<file path="src/rtl/dmem_pkg.sv">
// rtl/dmem_pkg.sv - shared constants and types for the data memory arbiter
package dmem_pkg;

    localparam int DMEM_DEPTH = 64;

    typedef enum logic [1:0] {
        IDLE  = 2'd0,
        LOCK0 = 2'd1,
        LOCK1 = 2'd2
    } arb_state_t;

    // Master indices; the round-robin pointer holds one of these.
    localparam logic M_CORE = 1'b0;
    localparam logic M_DBG  = 1'b1;

endpackage

</file>
<file path="src/rtl/dmem_arb_pick.sv">
// rtl/dmem_arb_pick.sv - combinational two-way winner select
//
// Ports:
//   req0, req1   request from master 0 (core) / master 1 (debug)
//   state        arbiter FSM state; a LOCKn state admits only master n
//   ptr          master that wins a contended cycle in IDLE
//   gnt0, gnt1   one-hot (or zero) winner
module dmem_arb_pick
    import dmem_pkg::*;
(
    input  logic       req0,
    input  logic       req1,
    input  arb_state_t state,
    input  logic       ptr,
    output logic       gnt0,
    output logic       gnt1
);

    always_comb begin
        gnt0 = 1'b0;
        gnt1 = 1'b0;
        case (state)
            LOCK0: gnt0 = req0;
            LOCK1: gnt1 = req1;
            default: begin
                if (req0 && req1) begin
                    if (ptr == M_CORE) gnt0 = 1'b1;
                    else               gnt1 = 1'b1;
                end else begin
                    gnt0 = req0;
                    gnt1 = req1;
                end
            end
        endcase
    end

endmodule

</file>
<file path="src/rtl/dmem_arbiter.sv">
// rtl/dmem_arbiter.sv - two-master arbiter/sequencer in front of single-port data_mem
//
// Ports:
//   clk, rst                     clock, synchronous active-high reset
//   mN_req/we/lock/addr/wdata    master N request (N = 0 core, 1 debug)
//   mN_gnt                       combinational grant, access happens this cycle
//   mN_rvalid/rdata/err          registered response, one cycle after grant
//   mem_we/addr/wd, mem_rd       data_mem port (combinational read)
//
// Build option: DMEM_ARB_RR_EN selects round-robin arbitration on contended
// cycles; without it master 0 always wins and no pointer register exists.
module dmem_arbiter
    import dmem_pkg::*;
#(
    parameter int DEPTH = DMEM_DEPTH,
    parameter int AW    = 32
) (
    input  logic          clk,
    input  logic          rst,
    input  logic          m0_req,
    input  logic          m0_we,
    input  logic          m0_lock,
    input  logic [AW-1:0] m0_addr,
    input  logic [31:0]   m0_wdata,
    input  logic          m1_req,
    input  logic          m1_we,
    input  logic          m1_lock,
    input  logic [AW-1:0] m1_addr,
    input  logic [31:0]   m1_wdata,
    output logic          m0_gnt,
    output logic          m0_rvalid,
    output logic [31:0]   m0_rdata,
    output logic          m0_err,
    output logic          m1_gnt,
    output logic          m1_rvalid,
    output logic [31:0]   m1_rdata,
    output logic          m1_err,
    output logic          mem_we,
    output logic [AW-1:0] mem_addr,
    output logic [31:0]   mem_wd,
    input  logic [31:0]   mem_rd
);

    localparam logic [AW-1:0] DEPTH_W = AW'(DEPTH);

    arb_state_t  state_q, state_d;
    logic        ptr;
    logic        pick0, pick1;
    logic        m0_ok, m1_ok;
    logic        rvalid0_q, rvalid1_q, err0_q, err1_q;
    logic [31:0] rdata0_q, rdata1_q;

    assign m0_ok = (m0_addr < DEPTH_W);
    assign m1_ok = (m1_addr < DEPTH_W);

`ifdef DMEM_ARB_RR_EN
    // Only contended IDLE cycles move the pointer; a lone requester never does.
    always_ff @(posedge clk) begin
        if (rst)                                   ptr <= M_CORE;
        else if (state_q == IDLE && m0_req && m1_req) ptr <= ~ptr;
    end
`else
    assign ptr = M_CORE;
`endif

    dmem_arb_pick u_pick (
        .req0  (m0_req),
        .req1  (m1_req),
        .state (state_q),
        .ptr   (ptr),
        .gnt0  (pick0),
        .gnt1  (pick1)
    );

    // Reset overrides any request so nothing reaches memory in a reset cycle.
    assign m0_gnt = pick0 & ~rst;
    assign m1_gnt = pick1 & ~rst;

    always_comb begin
        mem_we   = 1'b0;
        mem_addr = '0;
        mem_wd   = '0;
        if (m0_gnt) begin
            mem_we   = m0_we & m0_ok;
            mem_addr = m0_addr;
            mem_wd   = m0_wdata;
        end else if (m1_gnt) begin
            mem_we   = m1_we & m1_ok;
            mem_addr = m1_addr;
            mem_wd   = m1_wdata;
        end
    end

    always_comb begin
        state_d = state_q;
        case (state_q)
            IDLE: begin
                if (m0_gnt && m0_lock)      state_d = LOCK0;
                else if (m1_gnt && m1_lock) state_d = LOCK1;
            end
            LOCK0: begin
                if ((m0_gnt && !m0_lock) || (!m0_req && !m0_lock)) state_d = IDLE;
            end
            LOCK1: begin
                if ((m1_gnt && !m1_lock) || (!m1_req && !m1_lock)) state_d = IDLE;
            end
            default: state_d = IDLE;
        endcase
    end

    always_ff @(posedge clk) begin
        if (rst) begin
            state_q   <= IDLE;
            rvalid0_q <= 1'b0;
            rvalid1_q <= 1'b0;
            err0_q    <= 1'b0;
            err1_q    <= 1'b0;
            rdata0_q  <= '0;
            rdata1_q  <= '0;
        end else begin
            state_q   <= state_d;
            rvalid0_q <= m0_gnt & ~m0_we;
            rvalid1_q <= m1_gnt & ~m1_we;
            err0_q    <= m0_gnt & ~m0_ok;
            err1_q    <= m1_gnt & ~m1_ok;
            // rdata only moves on a read response; out-of-range reads return zero.
            if (m0_gnt && !m0_we) rdata0_q <= m0_ok ? mem_rd : 32'h0;
            if (m1_gnt && !m1_we) rdata1_q <= m1_ok ? mem_rd : 32'h0;
        end
    end

    // A reset cycle cancels a response already registered for that cycle.
    assign m0_rvalid = rvalid0_q & ~rst;
    assign m1_rvalid = rvalid1_q & ~rst;
    assign m0_err    = err0_q & ~rst;
    assign m1_err    = err1_q & ~rst;
    assign m0_rdata  = rdata0_q;
    assign m1_rdata  = rdata1_q;

endmodule

</file>
<file path="config.mk">
export PLATFORM = sky130hd
export DESIGN_NAME = dmem_arbiter
export DESIGN_NICKNAME = d
export VERILOG_FILES = /design/src/rtl/dmem_pkg.sv /design/src/rtl/dmem_arb_pick.sv /design/src/rtl/dmem_arbiter.sv
export SDC_FILE = /design/constraint.sdc
export NUM_CORES = 1
export LEC_CHECK = 0
export BUFFER_PORTS_ARGS = -buffer_cell sky130_fd_sc_hd__buf_2
export CAP_MARGIN = 20
export CORE_AREA = 2 2 119 121
export DETAILED_ROUTE_END_ITERATION = 8
export DIE_AREA = 0 0 121 123
export GPL_TIMING_DRIVEN = 0
export SLEW_MARGIN = 20
export SYNTH_ARGS = -nofsm -noshare
export SYNTH_HDL_FRONTEND = slang
export SYNTH_SLANG_ARGS = --single-unit
</file>
<file path="constraint.sdc">
create_clock -name clk -period 2.9 [get_ports clk]
set_input_delay 0 -clock clk [delete_from_list [all_inputs] [get_ports clk]]
set_output_delay 0 -clock clk [all_outputs]
set_load 0.05 [all_outputs]
</file>
==> results.sh, run 1 <==
export IMPL_outcome="complete, no violations"
export IMPL_placed_area_um2=5430
export IMPL_cp_max_fo=10
export IMPL_maxCapViolCount=0
export IMPL_reg2reg_from="state_q[0]"
export IMPL_dieArea_um2=14900
export IMPL_synth_avg_cell_area_um2=6.54
export IMPL_synth_area_um2=3700
export IMPL_worst_path_most_repeated_cell="buf_2"
export IMPL_leakagePower_nw=3.19
export IMPL_critPathLaunchType="register"
export IMPL_worst_pin_slew_ps=638
export IMPL_diodes=0
export IMPL_num_rows=43
export IMPL_worstSetupPathType="reg -> out"
export IMPL_max_slew_margin_pct=57.3
export IMPL_cts_made_buffers=9
export IMPL_grt_total_usage_pct=21.7
export IMPL_wirelength_um=17000
export IMPL_nNetsFinal=1082
export IMPL_core_area_um2=13600
export IMPL_synth_largest_area_cell="dfxtp_1"
export IMPL_yosysSeqAreaShare_pct=37.9
export IMPL_clk_path_buf_depth=2
export IMPL_antenna_found_initial=0
export IMPL_place_congestion=0.931
export IMPL_cts_sinks=70
export IMPL_async_flop_share_pct=0
export IMPL_tns_ps=0
export IMPL_place_ws_ps=322
export IMPL_yosys_top_cells_area="dfxtp_1 38%, nand2_1 20%, nand3_1 18%, a21oi_1 8.8%, clkbuf_1 2.5%"
export IMPL_hold_class="in -> reg"
export IMPL_root_buffer="clkbuf_16"
export IMPL_ys_ff_latch=70
export IMPL_ir_drop_v=0.000322
export IMPL_yosysMostFrequentCell="nand2_1"
export IMPL_dp_hpwl_um=13500
export IMPL_cts_setup_buffers=0
export IMPL_powerDensity_nw_per_um2=613
export IMPL_yosys_top_cells_count="194 x nand2_1, 132 x nand3_1, 70 x dfxtp_1"
export IMPL_startpoint="state_q[0]"
export IMPL_setup_viol=0
export IMPL_cp_arrival_ps=2690
export IMPL_layout_setup_ws_ps=212
export IMPL_grt_ovfl_total=0
export IMPL_stdcell_area_um2=6090
export IMPL_drtIter0Drc=327
export IMPL_dr_pass1_iters=5
export IMPL_fin_worst_skew_ps=5.22
export IMPL_grt_pass1_wl_um=25100
export IMPL_synth_distinct_cells=27
export IMPL_start_util_pct=27.2
export IMPL_avgRoutedWirePerCell_um=15.5
export IMPL_power_mw=3.73
export IMPL_grt_pass1_vias=4813
export IMPL_synth_edf_count=0
export IMPL_die_x_um=121
export IMPL_antenna_left=0
export IMPL_period_minus_slack_ps=2690
export IMPL_rsz0062_at_grt="true"
export IMPL_ys_warn_count=0
export IMPL_clock_latency_ps=330
export IMPL_num_vias=5216
export IMPL_max_stage_delay_ps=360
export IMPL_slew_violations=0
export IMPL_cts_tree="yes"
export IMPL_area_growth_pct=64.8
export IMPL_fin_crit_sh_pct=92.7
export IMPL_slowest_stage="dfxtp_1"
export IMPL_io_buffer_count=302
export IMPL_dominantRegCellSynth="dfxtp_1"
export IMPL_ioPinCount=303
export IMPL_clkTransAtPathRegs_ps=60
export IMPL_synth_cells=565
export IMPL_critPathCaptureType="output port"
export IMPL_route_detailed_drc=0
export IMPL_synth_top_area_share_pct=37.9
export IMPL_fmax_mhz=372
export IMPL_synth_nets=736
export IMPL_die_y_um=123
export IMPL_critPathRequiredTime_ps=2900
export IMPL_drive_gt1_share_pct=37.2
export IMPL_vias_per_cell=4.76
export IMPL_htree_num_levels=3
export IMPL_hold_violations=0
export IMPL_grt_max_degree=15
export IMPL_cp_cell_sequence="inv_1, ha_1, nor2b_1, or3_1, buf_2, clkinv_2, buf_2, clkbuf_4, nand2_1, nand2_1, buf_2"
export IMPL_holdCritStartpoint="m1_req"
[critical path: cells and delay by family (launching register included)]
family / cells / cell delay [ps]
adder cells (fa/ha/maj): 1 / 320
buffers and inverters: 6 / 1020
flip-flops: 1 / 360
AND/OR/NAND/NOR: 4 / 650
[sequential cells by signal, indices dropped and copies added (netlist names)]
| signal | flops |
|---|---|
| err0_q | 1 |
| rvalid1_q | 1 |
| m0_rdata | 32 |
| state_q | 2 |
| rvalid0_q | 1 |
| m1_rdata | 32 |
| err1_q | 1 |
[cell type report]
class                   instances  area, µm²
inverters                       8       33.8
well taps                     180        225
clock inverters                 4       70.1
repair buffers                336       1850
clock buffers                  12        246
flip-flops and latches         70       1400
plain buffers                  49        239
fillers                      1471       7520
multi-input cells             437       2020
[metrics by stage]
stage,cells,utilization [%],hold slack [ps]
after floorplan,565,-,152
after global placement,1047,39.9,277
after detailed placement,1047,39.9,275
after CTS,1096,44.7,65.3
after global routing,1096,44.8,94.5
final,1096,44.8,70.8
[cell usage in the layout, fill, tap and decap left out, types with 9 or more instances in the layout]
cell type | synthesis | final
buf_2 | 16 | 317
nand2_1 | 194 | 194
nand3_1 | 132 | 132
dfxtp_1 | 70 | 70
a21oi_1 | 65 | 65
dlygate4sd3_1 | 0 | 34
clkbuf_1 | 25 | 24
nor4_1 | 12 | 12
clkbuf_16 | 0 | 9
[worst paths after layout]
kind	to	slack [ps]	cells after the start
setup / recovery	mem_addr[2]	210	11
hold / removal	err1_q	70	4
setup reg to reg	m1_rdata[12]	360	11
hold reg to reg	m0_rdata[1]	450	2
[per-layer routing]
metal / vias to the layer above / global-route usage, % / part of all wire, %
li1: 2585 / - / -
met1: 2372 / 28.4 / 44
met2: 243 / 34.5 / 45
met3: 16 / 7.47 / 9.8
met4: 0 / 4.80 / 1.3
met5: - / 0 / 0
[logic make-up after synthesis]
kind of cell | share of synthesized area, %
and+or+nand+nor | 43.3
DFF | 37.9
adders and majority gates | 1.02
AOI/OAI and AO/OA | 9.88
muxes | 0.541
buffers and inverters | 7.34
[what timing repair did]
item                       CTS  global route
setup endpoints to repair    1            37
cloned                       0             0
hold endpoints to repair    66             0
resized for setup            1             3
hold buffers                34             0
[power breakdown]
group          total, mW  switching [mW]  internal [mW]
Clock               1.16           0.391          0.773
Combinational       1.58            1.17          0.413
Sequential         0.988         0.00873          0.979
Total               3.73            1.57           2.17
No activity file was read; power rests on OpenSTA's default activity.
==> inputs of run 2 (changes only) <==
- CORE_AREA: 2 2 119 121 -> 5 5 115 117
- DIE_AREA: 0 0 121 123 -> 0 0 120 122
- PLACE_DENSITY: default -> 0.66
==> results.sh, run 2 (synthesized netlist as in run 1, its figures left out) <==
export IMPL_fin_crit_sh_pct=92.5
export IMPL_register_area_um2=1400
export IMPL_tns_ps=0
export IMPL_fin_worst_skew_ps=5.21
export IMPL_cts_sinks=70
export IMPL_ir_drop_v=0.000306
export IMPL_num_rows=41
export IMPL_antenna_found_initial=1
export IMPL_avgRoutedWirePerCell_um=16.9
export IMPL_grt_max_degree=13
export IMPL_vias_per_cell=4.84
export IMPL_route_detailed_drc=0
export IMPL_cp_max_fo=10
export IMPL_htree_num_levels=3
export IMPL_critPathCaptureType="output port"
export IMPL_layout_commonest_cell="buf_2"
export IMPL_num_vias=5168
export IMPL_fillers=1288
export IMPL_critPathRequiredTime_ps=2900
export IMPL_leakagePower_nw=3.19
export IMPL_period_minus_slack_ps=2680
export IMPL_nNetsFinal=1082
export IMPL_critPathLaunchType="register"
export IMPL_clock_latency_ps=330
export IMPL_drive_gt1_share_pct=37.8
export IMPL_powerDensity_nw_per_um2=607
export IMPL_slew_violations=0
export IMPL_multiInputGateArea_um2=2020
export IMPL_placed_cells=1017
export IMPL_grt_total_usage_pct=23.6
export IMPL_fmax_mhz=373
export IMPL_setup_viol=0
export IMPL_core_area_um2=12300
export IMPL_antenna_left=0
export IMPL_root_buffer="clkbuf_16"
export IMPL_start_util_pct=30.2
export IMPL_met2WireLength_um=8490
export IMPL_clk_path_buf_depth=2
export IMPL_dieArea_um2=14600
export IMPL_hold_violations=0
export IMPL_met3_wirelength_um=1500
export IMPL_grt_ovfl_total=0
export IMPL_drtIter0Drc=363
export IMPL_wirelength_um=18100
export IMPL_grt_pass1_wl_um=27200
export IMPL_cts_setup_buffers=0
export IMPL_cts_made_buffers=9
export IMPL_topRoutingLayerUsed="met4"
export IMPL_dp_hpwl_um=14500
export IMPL_rsz0062_at_grt="false"
export IMPL_detail_route_wirelength_met1_um=7890
export IMPL_worst_pin_slew_ps=568
export IMPL_cts_tree="yes"
export IMPL_place_congestion=0.947
export IMPL_final_cells=1067
export IMPL_outcome="complete, no violations"
export IMPL_area_growth_pct=63.5
export IMPL_dr_pass1_iters=5
export IMPL_max_slew_margin_pct=62.0
export IMPL_ioPinCount=303
export IMPL_io_buffer_count=302
export IMPL_cp_arrival_ps=2680
export IMPL_clkTransAtPathRegs_ps=60
export IMPL_mostFrequentLayoutCells="317 x buf_2, 194 x nand2_1, 132 x nand3_1, 70 x dfxtp_1, 65 x a21oi_1"
export IMPL_hold_class="in -> reg"
export IMPL_die_y_um=122
export IMPL_die_x_um=120
export IMPL_worstSetupPathType="reg -> out"
export IMPL_grt_pass1_vias=5007
export IMPL_maxCapViolCount=0
[run 2: final timing paths]
path	from	end	slack, ps	cells after the start
max reg2reg	state_q[0]	m1_rdata[12]	390	11
min	m1_req	err1_q	70	4
min reg2reg	m1_rdata[30]	m1_rdata[30]	450	2
max	state_q[0]	mem_addr[9]	220	11
[run 2: where the power goes]
part,switching (mW),internal (mW),leakage (nW)
registers,0.00760,0.979,0.564
logic,1.17,0.415,2.48
clock network,0.410,0.685,0.148
total,1.59,2.08,3.19
[run 2: layout make-up]
type                    count  area share (%)
diodes                      1          0.0414
plain buffers              49            4.02
clock buffers              10            3.95
clock inverters             6            1.01
inverters                   8           0.559
multi-input cells         437            33.5
flip-flops and latches     70            23.2
well taps                 150            3.10
repair buffers            336            30.6
[run 2: critical path: stages, from the launching register on]
cell	delay (ps)
dfxtp_1	360
inv_1	70
ha_1	320
nor2b_1	150
or3_1	290
buf_2	160
clkinv_2	70
buf_2	220
clkbuf_4	270
nand2_1	70
nand2_1	90
buf_2	270
[run 2: routing by layer]
metal | global-route usage (%) | up-vias
met5 | 0 | -
met4 | 4.65 | 0
met3 | 6.08 | 15
met2 | 38.2 | 231
met1 | 31.9 | 2330
li1 | - | 2592
[run 2: timing repair]
item | CTS | global route
resized for setup | 0 | 9
endpoints found under the setup margin | 0 | 42
endpoints found under the hold margin | 66 | 0
hold buffers | 34 | 0
[run 2: metrics by stage]
| step | power (mW) | hold WS (ps) | utilization (%) | instance area, µm² | worst slack (ps) |
|---|---|---|---|---|---|
| finish | 3.67 | 70.4 | 49.3 | 6040 | 217 |
| global route | 3.85 | 97.6 | 49.3 | 6040 | 25.8 |
| detailed placement | 2.54 | 276 | 44.0 | 5400 | 390 |
| CTS | 3.68 | 64.6 | 49.2 | 6040 | 15.2 |
| global placement | 2.55 | 275 | 44.0 | 5400 | 357 |
| floorplan | 2.09 | 152 | - | 3700 | 496 |
==> inputs of run 3 (changes only) <==
- CORE_AREA: 5 5 115 117 -> default
- CORE_ASPECT_RATIO: default -> 0.5
- CORE_MARGIN: default -> 8
- CORE_UTILIZATION: default -> 42
- DIE_AREA: 0 0 120 122 -> default
- PLACE_DENSITY: 0.66 -> 0.86
==> results.sh, run 3 (synthesized netlist as in run 1, its figures left out) <==
export IMPL_die_y_um=82.3
export IMPL_hold_class="in -> reg"
export IMPL_drive_gt1_share_pct=37.6
export IMPL_min_to="err1_q"
export IMPL_critPathRequiredTime_ps=2900
export IMPL_io_buffer_count=302
export IMPL_leakagePower_nw=3.17
export IMPL_avgRoutedWirePerCell_um=17.6
export IMPL_reg2reg_from="state_q[0]"
export IMPL_placed_cells=984
export IMPL_cts_made_buffers=9
export IMPL_ioPinCount=303
export IMPL_power_mw=3.56
export IMPL_tns_ps=0
export IMPL_period_minus_slack_ps=2730
export IMPL_cpLargestDelayFamily="buffers and inverters"
export IMPL_grt_pass1_vias=5387
export IMPL_fmax_mhz=367
export IMPL_dr_pass1_iters=5
export IMPL_htree_num_levels=3
export IMPL_fillers=750
export IMPL_area_growth_pct=61.5
export IMPL_worst_pin_slew_ps=710
export IMPL_place_congestion=0.944
export IMPL_vias_per_cell=5.27
export IMPL_outcome="complete, no violations"
export IMPL_mostFrequentLayoutCells="318 x buf_2, 194 x nand2_1, 132 x nand3_1, 70 x dfxtp_1, 65 x a21oi_1"
export IMPL_num_rows=24
export IMPL_holdCritStartpoint="m1_req"
export IMPL_dp_hpwl_um=13800
export IMPL_fin_worst_skew_ps=5.81
export IMPL_rsz0062_at_grt="false"
export IMPL_whs_ps=73.5
export IMPL_reg2reg_depth=11
export IMPL_multiInputGateArea_um2=2020
export IMPL_root_buffer="clkbuf_16"
export IMPL_cp_max_fo=10
export IMPL_layout_commonest_cell="buf_2"
export IMPL_drtIter0Drc=421
export IMPL_grt_max_degree=13
export IMPL_core_area_um2=8620
export IMPL_antenna_left=0
export IMPL_wirelength_um=18200
export IMPL_slowest_stage="buf_1"
export IMPL_die_x_um=149
export IMPL_clk_path_buf_depth=2
export IMPL_clkTransAtPathRegs_ps=60
export IMPL_max_slew_margin_pct=52.5
export IMPL_worst_hold_path_num_cells=4
export IMPL_powerDensity_nw_per_um2=596
export IMPL_register_area_um2=1400
export IMPL_cp_cell_sequence="inv_1, ha_1, nor2b_1, or3_1, buf_2, clkinv_2, buf_1, nand2_1, nand2_1, buf_2"
export IMPL_fin_crit_sh_pct=94.0
export IMPL_start_util_pct=42.9
export IMPL_nNetsFinal=1082
export IMPL_cts_sinks=70
export IMPL_setup_viol=0
export IMPL_cp_arrival_ps=2730
export IMPL_rr_endpoint="m1_rdata[21]"
export IMPL_worstSetupPathType="reg -> out"
export IMPL_critPathCaptureType="output port"
export IMPL_path_buf_inv=5
export IMPL_ir_drop_v=0.000534
export IMPL_hold_violations=0
export IMPL_route_detailed_drc=0
export IMPL_final_cells=1036
export IMPL_dieArea_um2=12200
export IMPL_maxCapViolCount=0
export IMPL_slew_violations=0
export IMPL_grt_total_usage_pct=28.4
export IMPL_max_stage_delay_ps=440
export IMPL_finish_utilization_pct=69.3
export IMPL_r2r_setup_slack_ps=320
export IMPL_cts_tree="yes"
export IMPL_grt_pass1_wl_um=27700
export IMPL_grt_ovfl_total=0
export IMPL_clock_latency_ps=330
export IMPL_critPathLaunchType="register"
export IMPL_antenna_found_initial=4
export IMPL_num_vias=5462
run 3: final cells by class:
type	instances	area share, %
sequential	70	23.5
tap	117	2.45
clock inverter	6	0.649
clock buffer	10	3.83
inverter	8	0.566
timing repair buffer	336	31.0
buffer	49	4.00
antenna	3	0.126
multi-input combinational	437	33.9
run 3: per-stage QoR:
stage / cell area, µm² / setup slack [ps]
floorplan: 3700 / 496
global placement: 5360 / 504
detailed placement: 5360 / 476
CTS: 5960 / 128
global route: 5970 / 0.447
finish: 5970 / 174
run 3: power breakdown:
| group | switching, mW | internal [mW] |
|---|---|---|
| sequential | 0.00950 | 0.979 |
| combinational | 1.16 | 0.414 |
| clock | 0.422 | 0.575 |
run 3: tightest hold or removal path: stages:
cell and delay, ps:
buf_2 100, nor2b_1 120, nand3_1 90, nor2_1 50
run 3: worst max-delay path by stage:
| stage | startpoint | endpoint | slack, ps | cells after the start |
|---|---|---|---|---|
| 2_1_floorplan | state_q[0] | mem_addr[22] | 500 | 9 |
| 3_3_place_gp | state_q[0] | mem_addr[6] | 500 | 10 |
| 3_5_place_dp | state_q[0] | mem_addr[1] | 480 | 10 |
| 4_1_cts | state_q[0] | mem_addr[1] | 130 | 10 |
| 5_1_grt | state_q[0] | mem_addr[28] | 0.4 | 10 |
| 6_report | state_q[0] | mem_addr[29] | 170 | 10 |
run 3: what timing repair did:
action	CTS	global route
endpoints found under the hold margin	66	0
setup endpoints to repair	0	42
setup buffers	0	0
resized for setup	0	10
hold buffers	34	0
run 3: routing by layer:
layer / wire, µm / GRT usage (%) / vias to the layer above
li1: - / - / 2600
met1: 6720 / 30.8 / 2487
met2: 9220 / 51.7 / 306
met3: 1500 / 7.12 / 67
met4: 767 / 15.5 / 2
met5: 8 / 0 / -
